$ cat src/rtl/scanchain_pkg.sv
// scanchain_pkg: FSM state type and word/chunk sizing shared by the scanchain programmer.
package scanchain_pkg;
  typedef enum logic [2:0] {IDLE, LOAD, SHIFT, COMMIT, DONE} scanchain_prog_state_t;
  localparam int DEF_WORD_WIDTH = 32;
  localparam int DEF_CFG_WIDTH = 1;
  localparam int CHUNKS_PER_WORD = DEF_WORD_WIDTH / DEF_CFG_WIDTH;
  function automatic int chunks_per_word(input int word_width, input int cfg_width);
    return word_width / cfg_width;
  endfunction
endpackage

$ cat src/rtl/scanchain_word_serializer.sv
// scanchain_word_serializer: holds one bitstream word and emits it MSB-first in CFG_WIDTH chunks.
module scanchain_word_serializer
  import scanchain_pkg::*;
#(
  parameter int CFG_WIDTH = DEF_CFG_WIDTH,
  parameter int WORD_WIDTH = DEF_WORD_WIDTH,
  parameter int CHUNKS = CHUNKS_PER_WORD
) (
  input  logic                  clk,
  input  logic                  rst_n,
  input  logic                  load,
  input  logic                  shift,
  input  logic [WORD_WIDTH-1:0] data_in,
  output logic [CFG_WIDTH-1:0]  chunk,
  output logic                  last_chunk
);
  localparam int CW = $clog2(CHUNKS) + 1;
  logic [WORD_WIDTH-1:0] sreg_q, sreg_d;
  logic [CW-1:0] cnt_q, cnt_d;
  always_comb begin
    sreg_d = load ? data_in : shift ? sreg_q << CFG_WIDTH : sreg_q;
    cnt_d = load ? '0 : shift ? cnt_q + 1'b1 : cnt_q;
  end
  always_ff @(posedge clk or negedge rst_n) begin
    if (!rst_n) begin
      sreg_q <= '0;
      cnt_q <= '0;
    end else begin
      sreg_q <= sreg_d;
      cnt_q <= cnt_d;
    end
  end
  assign chunk = sreg_q[WORD_WIDTH-1 -: CFG_WIDTH];
  assign last_chunk = cnt_q == CW'(CHUNKS - 1);
endmodule

$ cat src/rtl/scanchain_prog_ctrl.sv
// scanchain_prog_ctrl: streams bitstream words into a configuration scanchain and commits it once
// the programmed chain length has been shifted.
module scanchain_prog_ctrl
  import scanchain_pkg::*;
#(
  parameter int CFG_WIDTH = 1,
  parameter int WORD_WIDTH = 32,
  parameter int LEN_WIDTH = 24
) (
  input  logic                  clk,
  input  logic                  rst_n,
  input  logic                  start,
  input  logic                  abort,
  input  logic [LEN_WIDTH-1:0]  chain_len,
  input  logic [WORD_WIDTH-1:0] bs_data,
  input  logic                  bs_valid,
  output logic                  bs_ready,
  output logic                  cfg_e,
  output logic [CFG_WIDTH-1:0]  cfg_i,
  output logic                  cfg_we,
  output logic                  busy,
  output logic                  done
);
  localparam logic [LEN_WIDTH-1:0] STEP = LEN_WIDTH'(CFG_WIDTH);
  scanchain_prog_state_t state_q, state_d;
  logic [LEN_WIDTH-1:0] rem_q, rem_d;
  logic load, shift, last_chunk;
  logic [CFG_WIDTH-1:0] chunk;
  scanchain_word_serializer #(
    .CFG_WIDTH(CFG_WIDTH),
    .WORD_WIDTH(WORD_WIDTH),
    .CHUNKS(chunks_per_word(WORD_WIDTH, CFG_WIDTH))
  ) u_ser (
    .clk(clk),
    .rst_n(rst_n),
    .load(load),
    .shift(shift),
    .data_in(bs_data),
    .chunk(chunk),
    .last_chunk(last_chunk)
  );
  always_comb begin
    state_d = state_q;
    rem_d = rem_q;
    load = 1'b0;
    shift = 1'b0;
    case (state_q)
      IDLE, DONE: if (start) begin
        rem_d = chain_len;
        state_d = (chain_len == '0) ? DONE : LOAD;
      end
      LOAD: if (bs_valid) begin
        load = 1'b1;
        state_d = SHIFT;
      end
      SHIFT: begin
        shift = 1'b1;
        rem_d = (rem_q <= STEP) ? '0 : rem_q - STEP;
        state_d = (rem_q <= STEP) ? COMMIT : last_chunk ? LOAD : SHIFT;
      end
      COMMIT: state_d = DONE;
      default: state_d = IDLE;
    endcase
    // abort outranks every other request, including a same-cycle start or word
    if (abort) begin
      state_d = IDLE;
      rem_d = '0;
      load = 1'b0;
      shift = 1'b0;
    end
  end
  always_ff @(posedge clk or negedge rst_n) begin
    if (!rst_n) begin
      state_q <= IDLE;
      rem_q <= '0;
    end else begin
      state_q <= state_d;
      rem_q <= rem_d;
    end
  end
  assign bs_ready = state_q == LOAD;
  assign cfg_e = state_q == SHIFT;
  assign cfg_i = cfg_e ? chunk : '0;
  assign cfg_we = state_q == COMMIT;
  assign busy = state_q inside {LOAD, SHIFT, COMMIT};
  assign done = state_q == DONE;
endmodule

$ cat config.mk
export PLATFORM = sky130hd
export DESIGN_NAME = scanchain_prog_ctrl
export DESIGN_NICKNAME = d
export VERILOG_FILES = /design/src/rtl/scanchain_pkg.sv /design/src/rtl/scanchain_word_serializer.sv /design/src/rtl/scanchain_prog_ctrl.sv
export SDC_FILE = /design/constraint.sdc
export NUM_CORES = 1
export LEC_CHECK = 0
export ABC_AREA = 0
export BUFFER_PORTS_ARGS = -buffer_cell sky130_fd_sc_hd__buf_2
export CAP_MARGIN = 20
export CORE_MARGIN = 2
export CORE_UTILIZATION = 35
export CTS_BUF_LIST = sky130_fd_sc_hd__clkbuf_8
export DETAILED_ROUTE_END_ITERATION = 8
export PLACE_DENSITY = 0.61
export SYNTH_ARGS = -nofsm -noshare
export SYNTH_HDL_FRONTEND = slang
export SYNTH_SLANG_ARGS = --single-unit
$ cat constraint.sdc
create_clock -name clk -period 1.9 [get_ports clk]
set_clock_uncertainty 0.1 [all_clocks]
set_input_delay 0.285 -clock clk [delete_from_list [all_inputs] [get_ports clk]]
set_output_delay 0.285 -clock clk [all_outputs]
set_load 0.02 [all_outputs]
==> results of run 1 <==
==> routing by layer <==
layer	vias to the layer above	GRT usage [%]	part of all wire, %
met5	-	0	0
met4	0	4.55	0.96
met3	12	4.23	6.1
met2	108	31.3	49
met1	1633	24.6	44
li1	1659	-	-
==> kinds of logic (layout without fill, tap and decap cells) <==
| logic type | Yosys count | after routing | share of synthesized area (%) |
|---|---|---|---|
| AND/OR/NAND/NOR | 165 | 165 | 24.0 |
| AO/OA/AOI/OAI | 110 | 110 | 22.1 |
| flip-flops | 65 | 65 | 47.0 |
| buffers and inverters | 30 | 171 | 3.80 |
| XOR/XNOR | 8 | 8 | 2.02 |
| adder cells (fa/ha/maj) | 3 | 3 | 1.08 |
==> area by class of cell <==
type,instances,area (um^2)
fillers,882,4630
multi-input cells,286,1930
flip-flops and latches,65,1630
repair buffers,142,1030
well taps,133,166
clock inverters,7,125
clock buffers,9,124
inverters,13,48.8
==> synth_stat cells, drive strengths merged <==
master,number,area (um^2)
a21boi,2,15.0
nand3,4,20.0
xnor2,3,26.3
nand2,86,323
a32o,1,10.0
a21o,4,37.5
buf,5,37.5
o21bai,1,7.51
nand4,6,37.5
o21ai,24,120
ha,3,37.5
o31a,3,26.3
nor4b,1,23.8
nand3b,1,7.51
o211a,1,10.0
o41ai,1,8.76
o31ai,2,15.0
inv,13,48.8
nor3,7,40.0
or2,2,12.5
nor3b,3,37.5
or4,5,41.3
a32oi,4,35.0
a21oi,15,86.3
a31oi,3,18.8
and4b,1,10.0
or3b,1,8.76
o211ai,2,15.0
and4,2,18.8
a2bb2oi,1,8.76
nand2b,3,21.3
o221ai,1,8.76
nor2,22,82.6
or3,2,12.5
o21a,2,15.0
nor4,15,106
dfrtp,65,1630
and2,4,26.3
xor2,5,43.8
a221o,2,20.0
a22oi,41,308
clkbuf,12,45.0
==> stage by stage <==
stage | utilization, % | power (mW) | setup WS (ns) | TNS (ns) | cell area [um^2]
global route | 52.1 | 6.76 | -0.315 | -5.77 | 5050
detailed placement | 45.7 | 4.41 | -0.212 | -3.50 | 4420
CTS | 51.3 | 6.25 | -0.218 | -3.09 | 4970
global placement | 45.4 | 4.33 | -0.190 | -4.63 | 4400
floorplan | - | 3.36 | -0.181 | -1.79 | 3480
finish | 52.1 | 6.34 | -0.212 | -3.25 | 5050
==> placed cells by master, fill, tap and decap left out, types with 9 or more instances in the layout <==
cell,n
buf_4,59
buf_6,12
a22oi_1,39
nor2_1,19
nor4_1,10
dfrtp_1,65
inv_1,10
nand2_1,85
clkbuf_8,9
buf_2,64
==> worst max-delay path: cells and delay by family, from the launching register on <==
kind | cells | cell delay (ns)
AND/OR/NAND/NOR | 2 | 0.87
AO/OA/AOI/OAI | 3 | 0.48
flip-flops | 1 | 0.38
buffers and inverters | 1 | 0.18
==> flip-flops by register name, summed over array words and instances, names as in the netlist <==
name,cells
u_ser.sreg_q,32
state_q,3
rem_q,24
u_ser.cnt_q,6
==> power by group through the flow <==
stage / Sequential (mW) / Combinational [mW] / Clock (mW)
after global placement: 2.10 / 2.23 / 0
after global routing: 2.14 / 3.05 / 1.57
after floorplan: 2.08 / 1.27 / 0
final: 2.09 / 2.78 / 1.47
after detailed placement: 2.11 / 2.30 / 0
after CTS: 2.09 / 2.66 / 1.51
==> repair_timing <==
item	CTS	global route
pin swaps	24	3
setup buffers	12	1
endpoints found under the hold margin	65	0
hold buffers	1	0
setup endpoints to repair	48	36
gates resized for setup	58	18
==> how the worst min path moves through the flow <==
stage	cells after the start	from	slack (ns)	to
floorplan	0	rst_n	-0.11	rem_q[0]
global placement	2	rst_n	0.23	rem_q[5]
detailed placement	2	rst_n	0.23	rem_q[5]
CTS	3	bs_data[0]	0.04	u_ser.sreg_q[0]
global route	3	bs_data[24]	0.05	u_ser.sreg_q[24]
finish	3	bs_data[0]	0.05	u_ser.sreg_q[0]
==> results.md, run 1 <==
* Status: finished, violations left
* Failing checks: negative setup slack
* Leakage at 2.44 nW
* Chip width at 103 um
* Largest net degree at the start of global routing at 66
* CP cell instances: or4_4 > nor4b_4 > buf_4 > a21oi_4 > a32o_1 > a21o_1
* Power share of the combinational group at 43.9%
* CP Capture Type: register
* Switch share at 36.0%
* TritonCTS buffer count at 9
* Cell variety after synth at 54
* DRT Wirelength at 9680 um
* Worst-case vdd ir drop at 0.000589 V
* Final WS setup at -0.212 ns
* Part of the power in the clock network at 23.2%
* Tcrit/Tclk final at 111%
* Routability cong. at 0.878
* Critical path's slowest cell: or4_4
* Max-capacitance violation count at 0
* Int Pwr at 4.06 mW
* Hpwl dp at 6690 um
* CTS tree: done
* FF-to-FF path depth at 6
* Slew @ Worst Pin at 0.380 ns
* Vias in the first global route at 3340
* Psw at 2.28 mW
* Total congestion overflow at 0
* Clock Path Buffers at 2
* Critical path type: reg2reg
* IO Count at 67
* Clk root buf: clkbuf_8
* Final Hold Viols at 0
* Cells after synthesis at 381
* Sequential area share after synthesis at 47.0%
* Post-DR vias/cell at 5.21
* Die height at 103 um
* Clock Latency Late Sink at 0.34 ns
* FP Rows at 36
* CTS HTree Levels at 3
* Max incr delay on CP at 0.56 ns
* Initial antenna violation count at 0
* RR Startpoint: rem_q[4]
* Non-Filler Instances at 655
* Syn_area_per_cell at 9.08 um^2
* Clock sink count at 65
* DRC Markers at 0
* Layout area overhead at 45.9%
* Final Setup Violations at 26
* RSZ-0062 raised after global routing: true
* HP Class: in2reg
* Via Count at 3412
* Startpoint types: register
* Critical path origin: rem_q[4]
* Pre-Repair DR Iteration Count at 5
* Pins over their slew limit at 0
* Relative slew slack at 74.4%
* GRT Total Usage at 18.7%
* Syn nets at 445
* Hold WS at 0.0547 ns
* Reg clk slew, reported paths at 0.08 ns
* Data arrival, critical path at 2.24 ns
* Max Freq at 0.473 GHz
* Pwr dens at 1250 nW/um^2
* Yosys synthesis warning count at 0
* Starting Density at 35.7%
* Port Buf Inserts at 66
* Final ANT Viol Nets at 0
* Fin nets at 581
* Tmin final at 2.11 ns
* Antenna cells at 0
* Core area at 9680 um^2
* Mapped cell area at 3460 um^2
* Dpl cells at 625
* Crit-path max FO at 8
* Starting DRT DRC Count at 131
* Avg WL per Cell at 14.8 um
* Flop-to-flop setup slack at -0.21 ns
* Fraction of layout cells with a size suffix above 1 at 40.0%
* DIE AREA at 10700 um^2
* Seq cells post-synth at 65
* CP endpoint: rem_q[23]
* Reg2reg end: rem_q[23]
* Part of the power in registers at 33.0%
* First-pass GRT wire length at 15600 um
* Required @ worst endpoint at 2.02 ns
Note: power is estimated with default switching activity, not from simulation.
==> inputs of run 2 (changes only) <==
==> constraint.sdc (replaced) <==
create_clock -name clk -period 1.9 [get_ports clk]
set_clock_uncertainty 0.1 [all_clocks]
set_input_delay 0.285 -clock clk [delete_from_list [all_inputs] [get_ports clk]]
set_output_delay 0.285 -clock clk [all_outputs]
set_load 0.05 [all_outputs]
==> run 2 against run 1 <==
The run still ends with negative setup slack left. Non-clock buffer count is 2 higher. Sequential share of layout area is 0.13 points higher. Combinational power grew 4%. Final cell count rose by 0.46%. Clock-buffer cell count is the same. Critical path type unchanged. Highest routed layer unchanged.
==> results.md, run 2 (synthesis results as in run 1) <==
* Die height at 103 um
* HP Class: in2reg
* Chip width at 103 um
* Part of the power in the clock network at 21.0%
* Power share of the combinational group at 45.7%
* Pwr dens at 1250 nW/um^2
* DIE AREA at 10700 um^2
* Tcrit/Tclk final at 114%
* Worst path bufs/invs at 2
* Starting Density at 35.7%
* Cells on Worst Hold Path at 3
* Largest net degree at the start of global routing at 66
* Starting DRT DRC Count at 92
* Final Hold Viols at 0
* Area occupied by multi-input gates at 1930 um^2
* FF-to-FF path depth at 7
* Max Freq at 0.463 GHz
* Area taken by flip-flops and latches at 1630 um^2
* Data arrival, critical path at 2.27 ns
* Hpwl dp at 6680 um
* Most common cell after layout, fill and taps aside: nand2_1
* Critical path type: reg2reg
* DRC Markers at 0
* Relative slew slack at 75.1%
* Worst-case vdd ir drop at 0.000594 V
* Tmin final at 2.16 ns
* Max reg flops at 32
* Hold WS at 0.0504 ns
* Failing checks: negative setup slack
* Clock sink count at 65
* Critical path depth at 7
* Startpoint types: register
* Part of the power in registers at 33.3%
* Fraction of layout cells with a size suffix above 1 at 39.6%
* Top flop regs: u_ser.sreg_q (32), rem_q (24), u_ser.cnt_q (6)
* Final ANT Viol Nets at 0
* Max incr delay on CP at 0.56 ns
* Pins over their slew limit at 0
* Total Power at 6.30 mW
* Fillers at 909
* Clock Latency Late Sink at 0.34 ns
* Vias in the first global route at 3450
* Clock Path Buffers at 2
* TritonCTS buffer count at 9
* Post-DR vias/cell at 5.24
* RSZ-0062 raised after global routing: true
* Crit-path max FO at 8
* Max-capacitance violation count at 0
* CTS HTree Levels at 3
* Initial antenna violation count at 0
* Pre-Repair DR Iteration Count at 4
* Fin nets at 584
* Status: finished, violations left
* Layout area overhead at 45.3%
* Antenna cells at 0
* Leading cell types in the layout, fill and taps excluded: nand2_1, dfrtp_1, buf_2, buf_4, a22oi_1
* Port Buf Inserts at 66
* Slew @ Worst Pin at 0.374 ns
* Clk root buf: clkbuf_8
* First-pass GRT wire length at 16200 um
* CP top delay family: simple AND/OR/NAND/NOR gates
* Biggest register: u_ser.sreg_q
* Int Pwr at 3.94 mW
* Routability cong. at 0.874
* Leakage at 2.44 nW
* Final WS setup at -0.258 ns
* Required @ worst endpoint at 2.02 ns
* Avg WL per Cell at 15.2 um
* CP cell instances: or4_4 > nor4b_4 > buf_6 > a21oi_4 > buf_4 > a32oi_1 > o21ai_1
* Final Setup Violations at 26
* Final design utilization at 51.9%
* Via Count at 3450
* Total congestion overflow at 0
* Switch share at 37.6%
* Reg clk slew, reported paths at 0.08 ns
* IO Count at 67
* DRT Wirelength at 10000 um
* FP Rows at 36
* Core area at 9680 um^2
* GRT Total Usage at 19.4%
* CTS tree: done
* CP Capture Type: register
* Psw at 2.37 mW
* Critical path's slowest cell: or4_4
-- run 2: repair_timing --
action,4_1_cts,5_1_grt
buffers inserted,13,8
setup endpoints to repair,30,29
pin swaps,27,16
resized for setup,41,25
hold buffers,1,0
cloned,1,0
hold endpoints to repair,65,0
-- run 2: power groups by stage --
stage,Sequential [mW],Combinational [mW],Clock [mW]
floorplan,2.08,1.36,0
global placement,2.09,2.34,0
detailed placement,2.11,2.40,0
CTS,2.09,2.64,1.36
global route,2.15,3.14,1.43
finish,2.10,2.88,1.33
-- run 2: metrics by stage --
step	setup WS, ns	cell area [um^2]	cells	TNS, ns
floorplan	-0.221	3500	381	-2.26
global placement	-0.223	4400	620	-3.07
detailed placement	-0.269	4400	620	-4.34
CTS	-0.213	4860	650	-3.01
global route	-0.321	5030	658	-5.96
finish	-0.258	5030	658	-4.56
-- run 2: path summary, 6_finish.rpt --
kind	startpoint	end	slack [ns]
setup / recovery	rem_q[21]	rem_q[8]	-0.26
hold / removal	bs_data[23]	u_ser.sreg_q[23]	0.05
setup reg to reg	rem_q[21]	rem_q[8]	-0.26
hold reg to reg	u_ser.sreg_q[9]	u_ser.sreg_q[9]	0.38
max in group asynchronous	rst_n	rem_q[8]	1.01
min in group asynchronous	rst_n	rem_q[2]	0.38
-- run 2: layer usage --
metal  wire (um)  track usage (%)  vias to the layer above
met2        4660             31.8                      101
met5           0                0                        -
met4         211             6.17                        0
met3         616             5.71                       21
li1            -                -                     1670
met1        4530             24.9                     1658
-- run 2: layout make-up --
| cell class | instances | share of cell area (%) |
|---|---|---|
| Clock buffer | 9 | 2.46 |
| Sequential cell | 65 | 32.3 |
| Timing Repair Buffer | 144 | 20.6 |
| Tap cell | 133 | 3.31 |
| Inverter | 13 | 0.970 |
| Clock inverter | 7 | 1.89 |
| Multi-Input combinational cell | 287 | 38.5 |
-- run 2: tightest hold or removal path: cells and delay by family --
family,cells,cell delay [ns]
AO/OA/AOI/OAI,1,0.05
AND/OR/NAND/NOR,1,0.05
buffers and inverters,1,0.08
